File: config.mk
export PLATFORM = sky130hd
export DESIGN_NAME = ctl_sched
export DESIGN_NICKNAME = d
export VERILOG_FILES = /design/src/rtl/ctl_sched.sv
export SDC_FILE = /design/constraint.sdc
export NUM_CORES = 1
export LEC_CHECK = 0
export ABC_CLOCK_PERIOD_IN_PS = 2900
export BUFFER_PORTS_ARGS = -buffer_cell sky130_fd_sc_hd__buf_2
export CAP_MARGIN = 20
export CORE_MARGIN = 5
export CORE_UTILIZATION = 55
export CTS_CLUSTER_DIAMETER = 30
export DETAILED_ROUTE_END_ITERATION = 16
export GPL_ROUTABILITY_DRIVEN = 0
export HOLD_SLACK_MARGIN = 0.08
export MAX_ROUTING_LAYER = met4
export PLACE_DENSITY = 0.78
export SYNTH_ARGS = -nofsm -noshare
export SYNTH_HDL_FRONTEND = slang
export SYNTH_SLANG_ARGS = --single-unit
File: constraint.sdc
create_clock -name clk_i -period 2.9 [get_ports clk_i]
set_input_delay 0.145 -clock clk_i [delete_from_list [all_inputs] [get_ports clk_i]]
set_output_delay 0.145 -clock clk_i [all_outputs]
set_load 0.02 [all_outputs]
File: src/rtl/ctl_sched.sv
// Power scheduler for the wake-word path: debounces VAD, warms the PDM mic up
// before enabling the pipeline, and bounds the time spent on with a watchdog.
module ctl_sched #(
  parameter int DEBOUNCE_CYCLES = 4,
  parameter int WARMUP_CYCLES   = 8,
  parameter int ON_MAX_CYCLES   = 1000,
  parameter int COOLDOWN_CYCLES = 5,
  parameter int WAKE_CNT_BW     = 8
) (
  input  logic                   clk_i,
  input  logic                   rst_i,
  input  logic                   vad_i,
  input  logic                   wake_valid_i,
  input  logic                   wake_i,
  input  logic                   force_on_i,
  input  logic                   wake_cnt_clr_i,
  output logic                   mic_en_o,
  output logic                   en_o,
  output logic                   watchdog_o,
  output logic [2:0]             state_o,
  output logic [WAKE_CNT_BW-1:0] wake_count_o
);

  localparam int MAX_A  = (DEBOUNCE_CYCLES > WARMUP_CYCLES) ? DEBOUNCE_CYCLES : WARMUP_CYCLES;
  localparam int MAX_B  = (ON_MAX_CYCLES > COOLDOWN_CYCLES) ? ON_MAX_CYCLES : COOLDOWN_CYCLES;
  localparam int MAX_C  = (MAX_A > MAX_B) ? MAX_A : MAX_B;
  localparam int CNT_W  = $clog2(MAX_C + 1);

  localparam logic [CNT_W-1:0] DB_LAST = CNT_W'(DEBOUNCE_CYCLES - 1);
  localparam logic [CNT_W-1:0] WU_LAST = CNT_W'(WARMUP_CYCLES - 1);
  localparam logic [CNT_W-1:0] ON_LAST = CNT_W'(ON_MAX_CYCLES - 1);
  localparam logic [CNT_W-1:0] CD_LAST = CNT_W'(COOLDOWN_CYCLES - 1);
  localparam logic [CNT_W-1:0] CNT_ONE = CNT_W'(1);

  typedef enum logic [2:0] {
    IDLE     = 3'd0,
    DEBOUNCE = 3'd1,
    WARMUP   = 3'd2,
    ON       = 3'd3,
    COOLDOWN = 3'd4
  } state_t;

  state_t                 state;
  logic [CNT_W-1:0]       cnt;
  logic                   wake_valid_q;
  logic [WAKE_CNT_BW-1:0] wake_count;
  logic                   watchdog;
  logic                   fe;
  logic                   re;

  function automatic logic [WAKE_CNT_BW-1:0] sat_inc(input logic [WAKE_CNT_BW-1:0] v);
    return (v == {WAKE_CNT_BW{1'b1}}) ? v : v + 1'b1;
  endfunction

  assign fe = wake_valid_q & ~wake_valid_i;
  assign re = ~wake_valid_q & wake_valid_i;

  always_ff @(posedge clk_i or posedge rst_i) begin
    if (rst_i) begin
      state        <= IDLE;
      cnt          <= '0;
      wake_valid_q <= 1'b0;
      wake_count   <= '0;
      watchdog     <= 1'b0;
    end else begin
      wake_valid_q <= wake_valid_i;
      watchdog     <= 1'b0;

      // Clear outranks a same-cycle wake detection.
      if (wake_cnt_clr_i)
        wake_count <= '0;
      else if (state == ON && re && wake_i)
        wake_count <= sat_inc(wake_count);

      case (state)
        IDLE: begin
          if (force_on_i || (vad_i && DEBOUNCE_CYCLES == 1)) begin
            state <= WARMUP;
            cnt   <= '0;
          end else if (vad_i) begin
            state <= DEBOUNCE;
            cnt   <= CNT_ONE;
          end
        end
        DEBOUNCE: begin
          if (!vad_i) begin
            state <= IDLE;
            cnt   <= '0;
          end else if (cnt == DB_LAST) begin
            state <= WARMUP;
            cnt   <= '0;
          end else begin
            cnt <= cnt + 1'b1;
          end
        end
        WARMUP: begin
          if (cnt == WU_LAST) begin
            state <= ON;
            cnt   <= '0;
          end else begin
            cnt <= cnt + 1'b1;
          end
        end
        ON: begin
          // An inference-done edge beats a coincident watchdog expiry.
          if (force_on_i) begin
            cnt <= '0;
          end else if (fe) begin
            state <= COOLDOWN;
            cnt   <= '0;
          end else if (cnt == ON_LAST) begin
            state    <= COOLDOWN;
            cnt      <= '0;
            watchdog <= 1'b1;
          end else begin
            cnt <= cnt + 1'b1;
          end
        end
        COOLDOWN: begin
          if (cnt == CD_LAST) begin
            state <= IDLE;
            cnt   <= '0;
          end else begin
            cnt <= cnt + 1'b1;
          end
        end
        default: begin
          state <= IDLE;
          cnt   <= '0;
        end
      endcase
    end
  end

  // Enables decode the state register only, so reset drops them asynchronously.
  assign mic_en_o     = (state == WARMUP) || (state == ON);
  assign en_o         = (state == ON);
  assign watchdog_o   = watchdog;
  assign state_o      = state;
  assign wake_count_o = wake_count;

endmodule
==> flow_summary.toml, run 1 <==
[clocking]
clk_pin_slew_ps = 130
cts_inserted_buffers = 3
cts_post_setup_buffers_inserted = 0
clk-insertion-delay-late_ps = 310
cts_root_buffer = "clkbuf_4"
tritoncts = "yes"
htreeDepth = 1
numClockSinks = 23
clk_path_buf_depth = 2

[routing]
vias_per_cell = 5.751
ant_nets = 0
drc = 0
first_iter_violations = 60
avgRoutedWirePerCell_um = 13.99
num_vias = 1133
first_pass_iters = 4
wl_um = 2756

[sta]
worst_slew_pin_slew_ps = 851.8
setup_violations = 0
fin_worst_skew_ps = 5.201
max_freq_mhz = 443.5
period_needed_ps = 2255
slew_violations = 0
hold_viol = 0
rsz0062_at_grt = "no"
finalSetupTns_ps = 0
post-route-period-util_pct = 77.76
relSlewSlack_pct = 43.15

[floorplanning]
ios = 21
die_h_um = 59.43
initial_utilization_pct = 55.76
coreArea_um2 = 2410
fp.dieW_um = 59.43
die-area_um2 = 3532
rows = 18

[grt]
antenna_found_initial = 0
grt_pass1_vias = 1065
grt_pass1_wl_um = 4761
grt_util_all_layers_pct = 18.10
grt_max_degree = 24
globalRoute.totalOverflow = 0

[pwr]
pwr-share-clk_pct = 16.0
sequentialPowerShare_pct = 44.8
p_per_area_nw_per_um2 = 624.1
power_leakage_nw = 0.6970
ir_drop_uv = 550.1
power_frac_comb_pct = 39.1
p_int_w = 0.0005646
swShare_pct = 40.88
power_switching_w = 0.0003904

[synthesis]
synth_top_family_by_area = "simple AND/OR/NAND/NOR gates"
synthXorXnorAreaFrac_pct = 7.821
synth_fa_ha_area_share_pct = 2.793
ys_seq_area_share_pct = 42.83
yosys_register_bits = 23
yosys.area_share.simple_pct = 27.37
synth_cells = 144
synth_compound_area_share_pct = 13.50
synthMuxAreaShare_pct = 1.862
avgSynthCellArea_um2 = 9.332
syn_nets = 154
yosys_warnings = 0
synth_area_um2 = 1344
yosys.cell_types.count = 44

[finish]
regArea_um2 = 575.6
final_util_pct = 63.50
finalNetCount = 178
drive_gt1_share_pct = 19.16
stdcell_count = 197
diodes = 0
final_cell_mix = "dfrtp_1 (23), buf_2 (20), nor2_1 (15)"
layout_commonest_cell = "dfrtp_1"
area_delta_synth_final_pct = 13.87
nFillCells = 200
multi_input_area_um2 = 716.9

[critical_path]
critPathLaunchType = "flip-flop"
worstPathArrival_ps = 2460
worstSetupEndpointType = "flip-flop"
crit_fanout = 7
cp_cell_sequence = "ha_1 > or4b_2 > nor4_2 > o21ai_2 > or2_1 > mux2_4"
worst-setup-path-type = "reg2reg"
crit_slowest_cell = "or4b_2"
crit_required_ps = 3110
cpPeakStageDelay_ps = 610
r2r_slack_ps = 640

[worst_hold_path]
hold_path_class = "in2reg"

[flow_run]
cap_viol_max_count = 0

[placement]
io_buffers = 20
dp_cells = 189
hpwl_um = 1969

[outcome]
status = "finished clean"
==> cells in the mapped netlist (all sizes together) <==
cell / n / area [µm²]
dfrtp: 23 / 575.6
nor2: 15 / 56.30
o21ai: 12 / 63.81
inv: 8 / 30.03
xor2: 7 / 61.31
a21oi: 5 / 25.02
nand2: 5 / 18.77
xnor2: 5 / 43.79
and3: 4 / 25.02
nand3b: 4 / 30.03
nand4: 4 / 25.02
nor3: 4 / 20.02
nor4: 4 / 31.28
o22ai: 4 / 25.02
buf: 3 / 13.76
ha: 3 / 37.54
nand2b: 3 / 18.77
nor2b: 3 / 18.77
nor3b: 3 / 22.52
or2: 3 / 18.77
a21o: 2 / 15.01
and2: 2 / 12.51
clkbuf: 2 / 7.510
or4: 2 / 18.77
a2111oi: 1 / 8.760
a31oi: 1 / 6.260
and4: 1 / 8.760
and4b: 1 / 10.01
mux2: 1 / 15.01
mux2i: 1 / 10.01
nand3: 1 / 5.000
nand4b: 1 / 8.760
nor4b: 1 / 8.760
o2111ai: 1 / 8.760
o211ai: 1 / 7.510
o221ai: 1 / 8.760
o31ai: 1 / 12.51
or4b: 1 / 10.01
==> flip-flops by register name, indices dropped and copies added, names as in the netlist <==
register,flops
cnt,10
state_o,3
wake_count_o,8
wake_valid_q,1
watchdog_o,1
==> power by group through the flow <==
stage / combinational [W] / sequential (W) / clock, W
3_3_place_gp: 0.000362 / 0.000429 / 0
3_5_place_dp: 0.000367 / 0.000434 / 0
5_1_grt: 0.000413 / 0.000440 / 0.000173
2_1_floorplan: 0.000300 / 0.000414 / 0
6_report: 0.000374 / 0.000428 / 0.000153
4_1_cts: 0.000375 / 0.000428 / 0.000161
==> layer usage <==
layer | global-route usage [%] | part of all wire [%] | vias up
li1 | - | - | 568
met1 | 23.46 | 46 | 529
met2 | 28.24 | 46 | 34
met3 | 3.050 | 7.4 | 2
met4 | 6.796 | 0.69 | 0
met5 | - | 0 | -
==> path summary, 6_finish.rpt <==
path | startpoint | to | depth (start not counted)
max | cnt[0]$_DFFE_PP0N_ | state_o[0]$_DFFE_PP0P_ | 6
min | vad_i | cnt[0]$_DFFE_PP0N_ | 3
max reg2reg | cnt[0]$_DFFE_PP0N_ | state_o[0]$_DFFE_PP0P_ | 6
min reg2reg | cnt[0]$_DFFE_PP0N_ | cnt[0]$_DFFE_PP0N_ | 1
max in group asynchronous | rst_i | cnt[6]$_DFFE_PP0N_ | 3
min in group asynchronous | rst_i | wake_count_o[2]$_DFFE_PP0P_ | 3
==> layout make-up <==
| class | instances | area share (%) |
|---|---|---|
| inverter | 8 | 1.962 |
| multi-input combinational | 108 | 46.85 |
| clock inverter | 1 | 0.4906 |
| sequential | 23 | 37.61 |
| timing repair buffer | 24 | 9.158 |
| tap | 30 | 2.453 |
| clock buffer | 3 | 1.472 |
==> per-stage QoR <==
stage                     area, µm²  power (W)  setup slack [ps]  hold slack, ps
after floorplan                1344  0.0007136             773.5           146.9
after global placement         1460  0.0007917             708.7           292.3
after detailed placement       1460  0.0008012             653.1           283.9
after CTS                      1530  0.0009642             641.6           194.5
after global routing           1530   0.001026             504.1           218.5
final                          1530  0.0009550             645.0           202.5
==> worst max-delay path: cells and delay by family (launching register included) <==
family	cells	cell delay, ps
AO/OA/AOI/OAI	1	140
adder cells (fa/ha/maj)	1	230
flip-flops	1	420
multiplexers	1	300
AND/OR/NAND/NOR	3	1080
==> what timing repair did <==
item | in CTS | in global routing
gates resized for setup | 0 | 0
hold endpoints to repair | 30 | 0
hold buffers | 4 | 0
==> cell families (layout without fill, tap and decap cells) <==
logic type      count (synthesis)  count (layout)
simple gates                   62              62
compound gates                 29              29
flops                          23              23
buf+inv                        13              36
xor+xnor                       12              12
fa+ha+maj                       3               3
mux                             2               2
Power figures use the tool's default switching activity.
==> run 2: changes to the inputs <==
- ABC_AREA: not set -> 1
- ABC_CLOCK_PERIOD_IN_PS: 2900 -> 2100
- CORE_UTILIZATION: 55 -> 56
- clock period: 2.9 -> 2.1 ns (I/O delays scaled with it)
==> run 2 against run 1 <==
Compared with the run above:
- clock skew down 3.2 ps
- register-to-register slack got worse by 200 ps
- flip-flop and latch count unchanged
- global-route usage rose by 1.4 points
- worst hold slack worse by 75 ps
- combinational power shrank 84%
- highest routed layer unchanged
- first-iteration DRC count grew 22%
- worst setup slack got worse by 200 ps
- maximum frequency is 36% higher
- final cell count increased by 26%
- largest cell class unchanged
==> flow_summary.toml, run 2 <==
[outcome]
status = "finished clean"

[critical_path]
crit_required_ps = 2300
crit_fanout = 9
rr_startpoint = "cnt[0]$_DFFE_PP0N_"
worstSetupEndpointType = "flip-flop"
worst-path-buf-inv = 0
cpPeakStageDelay_ps = 450
crit_slowest_cell = "dfrtp_1"
r2r_slack_ps = 450
crit_path_start = "cnt[0]$_DFFE_PP0N_"
cp.depth = 8
worst-setup-path-type = "reg2reg"
crit_top_cell = "nand2_2"
rr_worst_depth = 8
crit_end = "cnt[7]$_DFFE_PP0N_"
critPathLaunchType = "flip-flop"
worstPathArrival_ps = 1850
cpLargestDelayFamily = "simple AND/OR/NAND/NOR gates"
cp_cell_sequence = "ha_1 > nand2_2 > nor2_1 > nand3_2 > nand2_1 > nand2_2 > nor2_8 > a21oi_2"
r2r_end = "cnt[7]$_DFFE_PP0N_"

[grt]
antenna_found_initial = 0
grt_max_degree = 24
globalRoute.totalOverflow = 0
grt_util_all_layers_pct = 19.51
grt_pass1_wl_um = 5306
grt_pass1_vias = 1217

[routing]
vias_per_cell = 5.229
first_iter_violations = 73
avgRoutedWirePerCell_um = 12.49
drc = 0
num_vias = 1302
first_pass_iters = 4
ant_nets = 0
wl_um = 3110

[clocking]
htreeDepth = 1
tritoncts = "yes"
numClockSinks = 23
cts_post_setup_buffers_inserted = 0
cts_inserted_buffers = 3
clk_pin_slew_ps = 120
clk_path_buf_depth = 2
clk-insertion-delay-late_ps = 300
cts_root_buffer = "clkbuf_4"

[synthesis]
synth.most_common_cell = "nand2_1"
avgSynthCellArea_um2 = 7.870
async_flop_share_pct = 100.0
ys_seq_area_share_pct = 37.89
yosys.cell_types.count = 32
synth_area_leaders = "dfrtp_1 (38%), nand2_1 (11%), inv_1 (5.4%)"
synth_edf_count = 0
yosys_register_bits = 23
synthFlopType = "dfrtp_1"
synth_top_area_share_pct = 37.89
yosys_warnings = 0
syn_nets = 203
synth_cells = 193
synth_largest_area_cell = "dfrtp_1"
synth_area_um2 = 1519
yosys-top-cells-count = "nand2_1 (46), dfrtp_1 (23), inv_1 (22), nor2_1 (22), nand3_1 (16)"

[finish]
layout_commonest_cell = "nand2_1"
stdcell_count = 249
diodes = 0
drive_gt1_share_pct = 24.20
final_cell_mix = "nand2_1 (46), dfrtp_1 (23), inv_1 (22), nor2_1 (22), buf_2 (20)"
top_register = "cnt"
finalNetCount = 230
area_delta_synth_final_pct = 12.19
final_util_pct = 66.96
largest_reg_flops = 10

[sta]
max_freq_mhz = 605.2
fin_worst_skew_ps = 2.002
post-route-period-util_pct = 78.68
relSlewSlack_pct = 41.66
setup_violations = 0
finalSetupTns_ps = 0
worst_slew_pin_slew_ps = 874.1
slew_violations = 0
hold_viol = 0
period_needed_ps = 1652
rsz0062_at_grt = "no"

[floorplanning]
die_h_um = 62.08
die-area_um2 = 3854
coreArea_um2 = 2545
initial_utilization_pct = 59.69
ios = 21
fp.dieW_um = 62.08
rows = 18

[placement]
hpwl_um = 2371
io_buffers = 20
dp_cells = 241

[flow_run]
cap_viol_max_count = 0

[pwr]
ir_drop_uv = 337.1
p_per_area_nw_per_um2 = 421.2
power_leakage_nw = 0.8302

[worst_hold_path]
hold_path_class = "in2reg"
min_path_cells = 3
run 2: cell count changes after synthesis, moves of 4 or more:
cell     previous run  this run
nand2_1             5        46
nor2_1             15        22
nand2_2             0         5
and3_1              4         0
inv_1               8        22
a21oi_2             0         7
nand3_1             1        16
o22ai_1             4         0
run 2: cell type report:
class / count / area [µm²]
fill: 210 / 840.8
clock buffer: 4 / 26.28
tap: 30 / 37.54
multi-input combinational: 144 / 834.6
sequential: 23 / 575.6
timing repair buffer: 24 / 140.1
inverter: 24 / 90.09
run 2: worst min-delay path by stage:
stage,endpoint,start,slack (ps)
finish,cnt[0]$_DFFE_PP0N_,vad_i,130
global route,cnt[0]$_DFFE_PP0N_,vad_i,140
CTS,cnt[0]$_DFFE_PP0N_,vad_i,110
detailed placement,wake_valid_q$_DFF_PP0_,wake_valid_i,230
global placement,wake_valid_q$_DFF_PP0_,wake_valid_i,230
floorplan,cnt[0]$_DFFE_PP0N_,rst_i,110
run 2: cells by family after synthesis:
group           after synthesis  synth area share [%]
simple gates                108                 36.49
fa+ha+maj                     3                 2.471
buf+inv                      26                 7.167
flops                        23                 37.89
xor+xnor                      7                 4.036
compound gates               26                 11.94
run 2: what timing repair did:
item	in CTS	in global routing
hold endpoints to repair	26	0
gates resized for setup	0	0
hold buffers	4	0
endpoints found under the setup margin	0	0
run 2: worst min-delay path: cells and delay by family:
family	cells	cell delay [ps]
compound gates	2	200
buf+inv	1	100
run 2: power by group:
part	total, W	switching (W)	internal, W
registers	0.000456	0.00000626	0.000450
clock network	0.000203	0.000129	0.0000740
logic	0.0000586	0.0000381	0.0000204
run 2: layer usage:
| layer | track usage [%] | part of all wire, % |
|---|---|---|
| met5 | - | 0 |
| met2 | 30.77 | 49 |
| met4 | 10.61 | 2.7 |
| met1 | 23.71 | 45 |
| met3 | 3.099 | 3.8 |
run 2: stage by stage:
step / total power, W / setup slack [ps] / hold WS [ps] / cell area, µm²
finish: 0.0007178 / 447.8 / 127.3 / 1704
global route: 0.0007678 / 338.1 / 141.4 / 1704
CTS: 0.0007273 / 436.3 / 112.2 / 1704
detailed placement: 0.0005182 / 449.6 / 231.9 / 1638
global placement: 0.0005157 / 535.7 / 227.8 / 1638
floorplan: 0.0004966 / 553.5 / 106.9 / 1519
==> run 3: changes to the inputs <==
- ABC_CLOCK_PERIOD_IN_PS: 2100 -> 1400
- CORE_UTILIZATION: 56 -> 51
- PLACE_DENSITY: 0.78 -> 0.75
- clock period: 2.1 -> 1.4 ns (I/O delays scaled with it)
==> run 3 against run 2 <==
Compared with the run above:
- the flow now finishes with violations (setup timing)
- worst hold slack worse by 37 ps
- flip-flop and latch count unchanged
- non-clock buffer count up 24
- combinational power up 120%
- critical endpoint is now state_o[0]$_DFFE_PP0P_
- critical path depth unchanged
- maximum frequency up 7.6%
- final area up 27%
- sequential share of layout area down 6.9 points
- register-to-register slack worse by 580 ps
==> flow_summary.toml, run 3 (synthesized netlist as in run 2, its figures left out) <==
[clocking]
clk_path_buf_depth = 2
cts_root_buffer = "clkbuf_4"
clk_pin_slew_ps = 130
clk-insertion-delay-late_ps = 320
cts_inserted_buffers = 3
htreeDepth = 1
numClockSinks = 23
tritoncts = "yes"

[pwr]
ir_drop_uv = 521.9
p_per_area_nw_per_um2 = 523.4
power_leakage_nw = 0.9941

[floorplanning]
initial_utilization_pct = 54.15
ios = 21
rows = 19
coreArea_um2 = 2805
die-area_um2 = 4170
fp.dieW_um = 64.58
die_h_um = 64.58

[routing]
first_pass_iters = 4
avgRoutedWirePerCell_um = 14.69
first_iter_violations = 75
ant_nets = 0
vias_per_cell = 5.422
wl_um = 4039
drc = 0
num_vias = 1491

[grt]
antenna_found_initial = 0
grt_util_all_layers_pct = 20.15
grt_max_degree = 24
globalRoute.totalOverflow = 0
grt_pass1_wl_um = 6548
grt_pass1_vias = 1483

[critical_path]
critPathLaunchType = "flip-flop"
crit_fanout = 4
worst-setup-path-type = "reg2reg"
worstSetupEndpointType = "flip-flop"
worstPathArrival_ps = 1760
crit_required_ps = 1620

[sta]
rsz0062_at_grt = "yes"
fin_worst_skew_ps = 7.492
post-route-period-util_pct = 109.7
max_freq_mhz = 651.3
finalWorstSetupSlack_ps = -135.4
period_needed_ps = 1535
worst_slew_pin_slew_ps = 326.9
hold_viol = 0
relSlewSlack_pct = 78.18
slew_violations = 0
setup_violations = 13

[outcome]
violations = "setup timing"
status = "finished with violations"

[finish]
layout_commonest_cell = "nand2_1"
nFillCells = 189
area_delta_synth_final_pct = 42.75
final_area_um2 = 2168
largest_reg_flops = 10
diodes = 0
finalNetCount = 255
top_register = "cnt"
drive_gt1_share_pct = 48.77
final_cell_mix = "nand2_1 (36), buf_4 (24), inv_1 (21)"
stdcell_count = 275

[worst_hold_path]
hold_path_class = "in2reg"

[placement]
place_area_um2 = 1810
io_buffers = 20
hpwl_um = 2551
dp_cells = 262

[flow_run]
cap_viol_max_count = 0
==> run 3: final timing paths <==
| path | from | endpoint | slack [ps] | cells past startpoint |
|---|---|---|---|---|
| worst max-delay path | cnt[6]$_DFFE_PP0N_ | state_o[0]$_DFFE_PP0P_ | -140 | 8 |
| worst min-delay path | vad_i | cnt[0]$_DFFE_PP0N_ | 90 | 3 |
| worst max register to register | cnt[6]$_DFFE_PP0N_ | state_o[0]$_DFFE_PP0P_ | -140 | 8 |
| worst min register to register | wake_count_o[5]$_DFFE_PP0P_ | wake_count_o[5]$_DFFE_PP0P_ | 550 | 2 |
| max in group asynchronous | rst_i | state_o[1]$_DFFE_PP0P_ | 830 | 4 |
| min in group asynchronous | rst_i | cnt[9]$_DFFE_PP0N_ | 310 | 4 |
==> run 3: area by class of cell <==
class	count	area [µm²]	share of cell area [%]
inverters	24	97.59	4.501
flip-flops and latches	23	581.8	26.83
repair buffers	48	332.8	15.35
clock buffers	4	26.28	1.212
well taps	31	38.79	1.789
multi-input cells	145	1091	50.32
==> run 3: repair_timing <==
item                       in CTS  in global routing
hold buffers                    4                  0
setup endpoints to repair      17                 24
cloned                          1                  0
pin swaps                       9                 17
hold endpoints to repair       26                  0
gates resized for setup        21                 43
buffers inserted                3                  1
==> run 3: layer usage <==
layer | global-route usage, % | vias to the layer above | wire (µm)
li1 | - | 727 | -
met1 | 25.62 | 708 | 1694
met2 | 31.19 | 40 | 2085
met3 | 3.109 | 16 | 131
met4 | 10.29 | 0 | 128
met5 | - | - | 0
==> run 3: power by group <==
part | total [W] | switching, W | internal [W]
clock | 0.000322 | 0.000211 | 0.000112
combinational | 0.000126 | 0.0000751 | 0.0000513
sequential | 0.000686 | 0.0000111 | 0.000675
total | 0.00113 | 0.000297 | 0.000838
==> run 3: stage by stage <==
| step | power, W | TNS [ps] | utilization [%] | hold slack [ps] | worst slack (ps) |
|---|---|---|---|---|---|
| after floorplan | 0.0007456 | 0 | - | 71.71 | 4.054 |
| after global placement | 0.0007867 | -422.8 | 64.54 | 117.2 | -44.70 |
| after detailed placement | 0.0007903 | -1158 | 64.54 | 128.9 | -106.3 |
| after CTS | 0.001115 | -307.2 | 71.23 | 83.97 | -73.20 |
| after global routing | 0.001195 | -2116 | 77.30 | 111.6 | -187.7 |
| final | 0.001135 | -590.1 | 77.30 | 90.61 | -135.4 |
==> run 3: worst max-delay path, stage by stage, from the launching register on <==
cell	delay, ps
dfrtp_1	450
nor2_1	150
nand3_2	170
nand2_2	130
nand3_4	150
nor2_4	170
nand2_2	80
nand2_1	80
nand2_1	50
